[config.mk]
export PLATFORM = sky130hd
export DESIGN_NAME = vending_change_dispenser
export DESIGN_NICKNAME = d
export VERILOG_FILES = /design/src/rtl/vending_change_dispenser.sv
export SDC_FILE = /design/constraint.sdc
export NUM_CORES = 1
export LEC_CHECK = 0
export BUFFER_PORTS_ARGS = -buffer_cell sky130_fd_sc_hd__buf_4
export CAP_MARGIN = 0
export CORE_MARGIN = 3
export CORE_UTILIZATION = 25
export CTS_CLUSTER_SIZE = 20
export DETAILED_ROUTE_END_ITERATION = 7
export SLEW_MARGIN = 10
export SYNTH_ARGS = -nofsm -noshare
export SYNTH_HDL_FRONTEND = slang
export SYNTH_SLANG_ARGS = --single-unit
export TNS_END_PERCENT = 1
[constraint.sdc]
create_clock -name clk -period 3.5 [get_ports clk]
set_input_delay 0.35 -clock clk [delete_from_list [all_inputs] [get_ports clk]]
set_output_delay 0.35 -clock clk [all_outputs]
set_load 0.1 [all_outputs]
[src/rtl/vending_change_dispenser.sv]
// Coin-return payout engine: accepts a change amount and ejects dimes, then nickels,
// one coin per eject/ack handshake, with an inter-coin gap and a sticky ack-timeout fault.
module vending_change_dispenser #(
  parameter int CENTS_W     = 8,
  parameter int GAP_CYCLES  = 2,
  parameter int ACK_TIMEOUT = 16
) (
  input  logic               clk,
  input  logic               rstn,
  input  logic               req_valid,
  input  logic [CENTS_W-1:0] req_cents,
  output logic               req_ready,
  output logic               eject_n,
  output logic               eject_d,
  input  logic               eject_ack,
  output logic               busy,
  output logic               done,
  output logic               err,
  output logic               fault
);

  typedef enum logic [2:0] {
    IDLE  = 3'd0,
    EJECT = 3'd1,
    GAP   = 3'd2,
    DONE  = 3'd3,
    FAULT = 3'd4
  } state_t;

  localparam logic [CENTS_W-1:0] FIVE_C   = CENTS_W'(5);
  localparam logic [CENTS_W-1:0] DIME_C   = CENTS_W'(10);
  localparam logic [CENTS_W-1:0] ZERO_C   = CENTS_W'(0);
  localparam logic [7:0]         ACK_LAST = 8'(ACK_TIMEOUT - 1);
  localparam logic [3:0]         GAP_LAST = 4'(GAP_CYCLES - 1);

  state_t             state_r;
  logic [CENTS_W-1:0] rem_r;
  logic               dime_r;
  logic [7:0]         ack_cnt_r;
  logic [3:0]         gap_cnt_r;

  logic [CENTS_W-1:0] mod5_s;
  logic [CENTS_W-1:0] accept_rem_s;
  logic [CENTS_W-1:0] rem_next_s;

  assign mod5_s       = req_cents % FIVE_C;
  assign accept_rem_s = req_cents - mod5_s;

  // Remaining amount after the coin currently being ejected; saturates at zero.
  always_comb begin
    rem_next_s = ZERO_C;
    if (dime_r) begin
      if (rem_r >= DIME_C) begin
        rem_next_s = rem_r - DIME_C;
      end else begin
        rem_next_s = ZERO_C;
      end
    end else begin
      if (rem_r >= FIVE_C) begin
        rem_next_s = rem_r - FIVE_C;
      end else begin
        rem_next_s = ZERO_C;
      end
    end
  end

  // Payout FSM; every output is registered and updated together with the state.
  always_ff @(posedge clk or negedge rstn) begin
    if (!rstn) begin
      state_r   <= IDLE;
      rem_r     <= ZERO_C;
      dime_r    <= 1'b0;
      ack_cnt_r <= 8'd0;
      gap_cnt_r <= 4'd0;
      req_ready <= 1'b0;
      eject_d   <= 1'b0;
      eject_n   <= 1'b0;
      busy      <= 1'b0;
      done      <= 1'b0;
      err       <= 1'b0;
      fault     <= 1'b0;
    end else begin
      done <= 1'b0;
      err  <= 1'b0;
      case (state_r)
        IDLE: begin
          if (req_valid && req_ready) begin
            rem_r     <= accept_rem_s;
            err       <= (mod5_s != ZERO_C);
            req_ready <= 1'b0;
            busy      <= 1'b1;
            ack_cnt_r <= 8'd0;
            if (accept_rem_s == ZERO_C) begin
              state_r <= DONE;
              done    <= 1'b1;
            end else begin
              state_r <= EJECT;
              dime_r  <= (accept_rem_s >= DIME_C);
              eject_d <= (accept_rem_s >= DIME_C);
              eject_n <= (accept_rem_s < DIME_C);
            end
          end else begin
            req_ready <= 1'b1;
          end
        end
        EJECT: begin
          if (eject_ack) begin
            rem_r     <= rem_next_s;
            eject_d   <= 1'b0;
            eject_n   <= 1'b0;
            ack_cnt_r <= 8'd0;
            if (rem_next_s == ZERO_C) begin
              state_r <= DONE;
              done    <= 1'b1;
            end else begin
              state_r   <= GAP;
              gap_cnt_r <= 4'd0;
            end
          end else if (ack_cnt_r == ACK_LAST) begin
            state_r <= FAULT;
            eject_d <= 1'b0;
            eject_n <= 1'b0;
            busy    <= 1'b0;
            fault   <= 1'b1;
          end else begin
            ack_cnt_r <= ack_cnt_r + 8'd1;
          end
        end
        GAP: begin
          if (gap_cnt_r == GAP_LAST) begin
            state_r   <= EJECT;
            ack_cnt_r <= 8'd0;
            dime_r    <= (rem_r >= DIME_C);
            eject_d   <= (rem_r >= DIME_C);
            eject_n   <= (rem_r < DIME_C);
          end else begin
            gap_cnt_r <= gap_cnt_r + 4'd1;
          end
        end
        DONE: begin
          state_r   <= IDLE;
          busy      <= 1'b0;
          req_ready <= 1'b1;
        end
        FAULT: begin
          // Locked until rstn; hold every output in its safe value.
          state_r   <= FAULT;
          req_ready <= 1'b0;
          busy      <= 1'b0;
          eject_d   <= 1'b0;
          eject_n   <= 1'b0;
          fault     <= 1'b1;
        end
        default: begin
          state_r   <= IDLE;
          req_ready <= 1'b0;
          busy      <= 1'b0;
          eject_d   <= 1'b0;
          eject_n   <= 1'b0;
          fault     <= 1'b0;
        end
      endcase
    end
  end

endmodule

==> summary.md <==
| Metric | Value |
|---|---|
| Fraction of registers with async set/reset | 1.000 |
| Drt pass-1 iters | 4 |
| Clock latency on the worst-skew pair | 0.27 ns |
| Post-Route WL | 8.961 mm |
| IO buf count | 18 |
| Main synth FF type | dfrtp_1 |
| Top post-synthesis cells by area | dfrtp_1 (23%), ha_1 (6.8%), nor2_1 (5.5%) |
| Fill cells | 1301 |
| Mapped cell area | 0.003316 sq mm |
| Internal power | 1.686 mW |
| Final Hold Viols | 2 |
| Die height | 121.2 um |
| Gate power share | 0.661 |
| EDFF count, synth | 0 |
| Clk pwr share | 0.142 |
| Cell Rows | 41 |
| Outcome | complete, but fails checks |
| H-Tree Depth | 2 |
| Layout cell share with drive strength beyond 1 | 0.3431 |
| Synth Instances | 420 |
| Crit-path slowest cell | o32a_2 |
| DR vias | 3329 |
| Vias per cell | 4.860 |
| CP required | 3.66 ns |
| Register area share after synthesis | 0.2340 |
| Worst-Margin Slew | 1.016 ns |
| Maximum clock frequency | 0.2173 GHz |
| Synth warn | 0 |
| Overall routing resource usage | 0.1276 |
| Setup WS post-layout | -1.101 ns |
| Hold WS | -0.005050 ns |
| Violated checks | hold timing, setup timing |
| Chip Width | 121.2 um |
| Worst Setup End Kind | flop |
| Cell area after layout | 0.004611 sq mm |
| Reg clk slew, reported paths | 0.06 ns |
| Register area | 775.7 sq um |
| CP Buf/Inv Count | 2 |
| Final setup viols | 11 |
| Fin. max-slew vios | 0 |
| CP startpoint kind | input pin |
| CP Max Fanout | 8 |
| Library cells used by synthesis | 77 |
| Finished Layout Cells | 685 |
| Crit-path max cell delay | 0.39 ns |
| Clock Tree Root | clkbuf_16 |
| Mapped Avg Cell Area | 7.894 sq um |
| CTS tree | yes |
| Peak VDD IR | 0.0002289 V |
| Synth top area share | 0.2340 |
| CTS Hold Buffers Added | 0 |
| First-pass GRT wire length | 15.81 mm |
| CTS sink cnt | 31 |
| Largest area contributor in the netlist | dfrtp_1 |
| Power per cell area | 697.1 mW/mm^2 |
| Setup CP Type | in2reg |
| Antenna diode instance count | 0 |
| Fin util | 0.3610 |
| Max-Cap Viols | 0 |
| Hold/Removal Path Class | in2async |
| Layout area overhead | 39.06% |
| Dpl cell area | 0.004347 sq mm |
| GP Congestion | 0.8932 |
| Initial antenna violation count | 0 |
| Final Cycle Share | 1.315 |
| RSZ-0062 raised after global routing | true |
| Flops & latches, synth | 31 |
| Starting Density | 0.2596 |
| DRC | 0 |
| Detailed placer's ending HPWL | 7.282 mm |
| # placed instances | 676 |
| Core area | 0.01277 sq mm |
| IO Pins | 19 |
| Clock Skews | 0.009758 ns |
| Switching Share | 0.4755 |
| Commonest cells post-synth | nor2_1 (49), nand2_1 (45), dfrtp_1 (31) |
| Critical Path AT | 4.76 ns |
| Reg power frac | 0.197 |
| CP Cell Sequence | buf_4, or2b_4, nor3b_2, o31ai_4, o211ai_4, inv_2, ha_4, nor2_2, nor3_4, o32a_2, o21ai_0, mux2i_1, ha_1, and3_1, a31o_2, maj3_2, a21oi_2, xnor2_2, o31a_1, mux2_4 |
| Psw | 1.528 mW |
| Vias in the first global route | 3373 |
| Die area | 0.01468 sq mm |
| Initial drt markers | 207 |
| Leakage | 2.033 nW |
| Clock buffer depth | 2 |
| DR WL/cell | 13.08 um |
| Largest net degree at the start of global routing | 32 |
| Flop2flop setup slack | 0.47 ns |
| Overall Power | 3.214 mW |
| Syn Nets | 451 |
| Nets | 543 |
| Most numerous cell in the Yosys netlist | nor2_1 |
| Worst relative slew slack | 0.3184 |
| CP top delay family | compound AO/OA/AOI/OAI gates |
| Global route total overflow | 0 |
| Antenna Nets Post-Route | 0 |
| Fin crit period | 4.601 ns |
| Multi-input gate area | 0.002579 sq mm |
| Num CTS Buffers | 5 |
[power by group through the flow]
stage / Clock (mW) / Combinational [mW] / Sequential (mW)
final: 0.455 / 2.12 / 0.634
after global routing: 0.481 / 2.35 / 0.660
after CTS: 0.466 / 2.09 / 0.629
after detailed placement: 0 / 2.04 / 0.635
after global placement: 0 / 1.99 / 0.627
after floorplan: 0 / 1.27 / 0.737
[flip-flops by register name, indices dropped and copies added, names as in the netlist]
name	count
eject_n	1
busy	1
state_r	3
dime_r	1
gap_cnt_r	4
req_ready	1
eject_d	1
fault	1
ack_cnt_r	8
rem_r	8
done	1
err	1
[logic make-up after synthesis]
family                   count (synthesis)  share of synthesized area
multiplexers                             7                    0.02302
buffers and inverters                   44                    0.05547
XOR/XNOR                                25                    0.06604
adder cells (fa/ha/maj)                 21                    0.08038
AO/OA/AOI/OAI                          125                     0.2789
AND/OR/NAND/NOR                        167                     0.2623
flip-flops                              31                     0.2340
[cells in the final DEF, fill, tap and decap left out, drive strengths merged, types with 5 or more instances in the layout]
cell type | netlist | layout
buf | 9 | 103
nor2 | 51 | 51
nand2 | 45 | 45
o21ai | 34 | 34
dfrtp | 31 | 31
a21oi | 26 | 26
inv | 25 | 25
ha | 18 | 18
xnor2 | 14 | 14
nor3 | 14 | 14
xor2 | 11 | 11
and3 | 9 | 9
nand3 | 8 | 8
a31oi | 7 | 7
clkbuf | 9 | 7
o21a | 6 | 6
nor4bb | 6 | 6
mux2i | 5 | 5
a21o | 5 | 5
a211oi | 5 | 5
[worst paths after layout]
check,end,start,cells past startpoint
setup / recovery,dime_r$_DFFE_PN0P_,req_cents[6],20
hold reg to reg,fault$_DFFE_PN0P_,fault$_DFFE_PN0P_,1
min in group clk,state_r[1]$_DFFE_PN0P_,eject_ack,2
max in group asynchronous,ack_cnt_r[5]$_DFFE_PN0P_,rstn,1
setup reg to reg,gap_cnt_r[1]$_DFFE_PN0P_,rem_r[1]$_DFFE_PN0P_,12
hold / removal,rem_r[2]$_DFFE_PN0P_,rstn,1
[repair_timing]
item	4_1_cts	5_1_grt
gates resized for setup	12	14
setup buffers	1	0
pin swaps	3	3
endpoints found under the setup margin	12	15
[metal layers]
layer | share of wire | up-vias | global-route usage
met3 | 0.021 | 12 | 0.01492
met2 | 0.48 | 37 | 0.2129
met4 | 0.014 | 0 | 0.04132
met5 | 0 | - | 0
li1 | - | 1709 | -
met1 | 0.48 | 1571 | 0.1721
[metrics by stage]
step	setup TNS (ns)	worst slack (ns)
2_1_floorplan	-9.016	-1.219
3_3_place_gp	-11.55	-1.288
3_5_place_dp	-12.72	-1.396
4_1_cts	-8.476	-1.071
5_1_grt	-11.55	-1.355
6_report	-8.452	-1.101
[cell type report]
class	instances	share of cell area
Tap cell	172	0.04668
Inverter	26	0.02252
Multi-Input combinational cell	345	0.5593
Timing Repair Buffer	103	0.1685
Clock buffer	7	0.03311
Clock inverter	1	0.001628
Sequential cell	31	0.1682
[worst reg2reg max path, delay by kind of cell (launching register included)]
family | cells | cell delay [ns]
AND/OR/NAND/NOR | 6 | 1.16
AO/OA/AOI/OAI | 4 | 0.91
flip-flops | 1 | 0.46
buffers and inverters | 1 | 0.12
multiplexers | 1 | 0.27
Power figures use the tool's default switching activity.
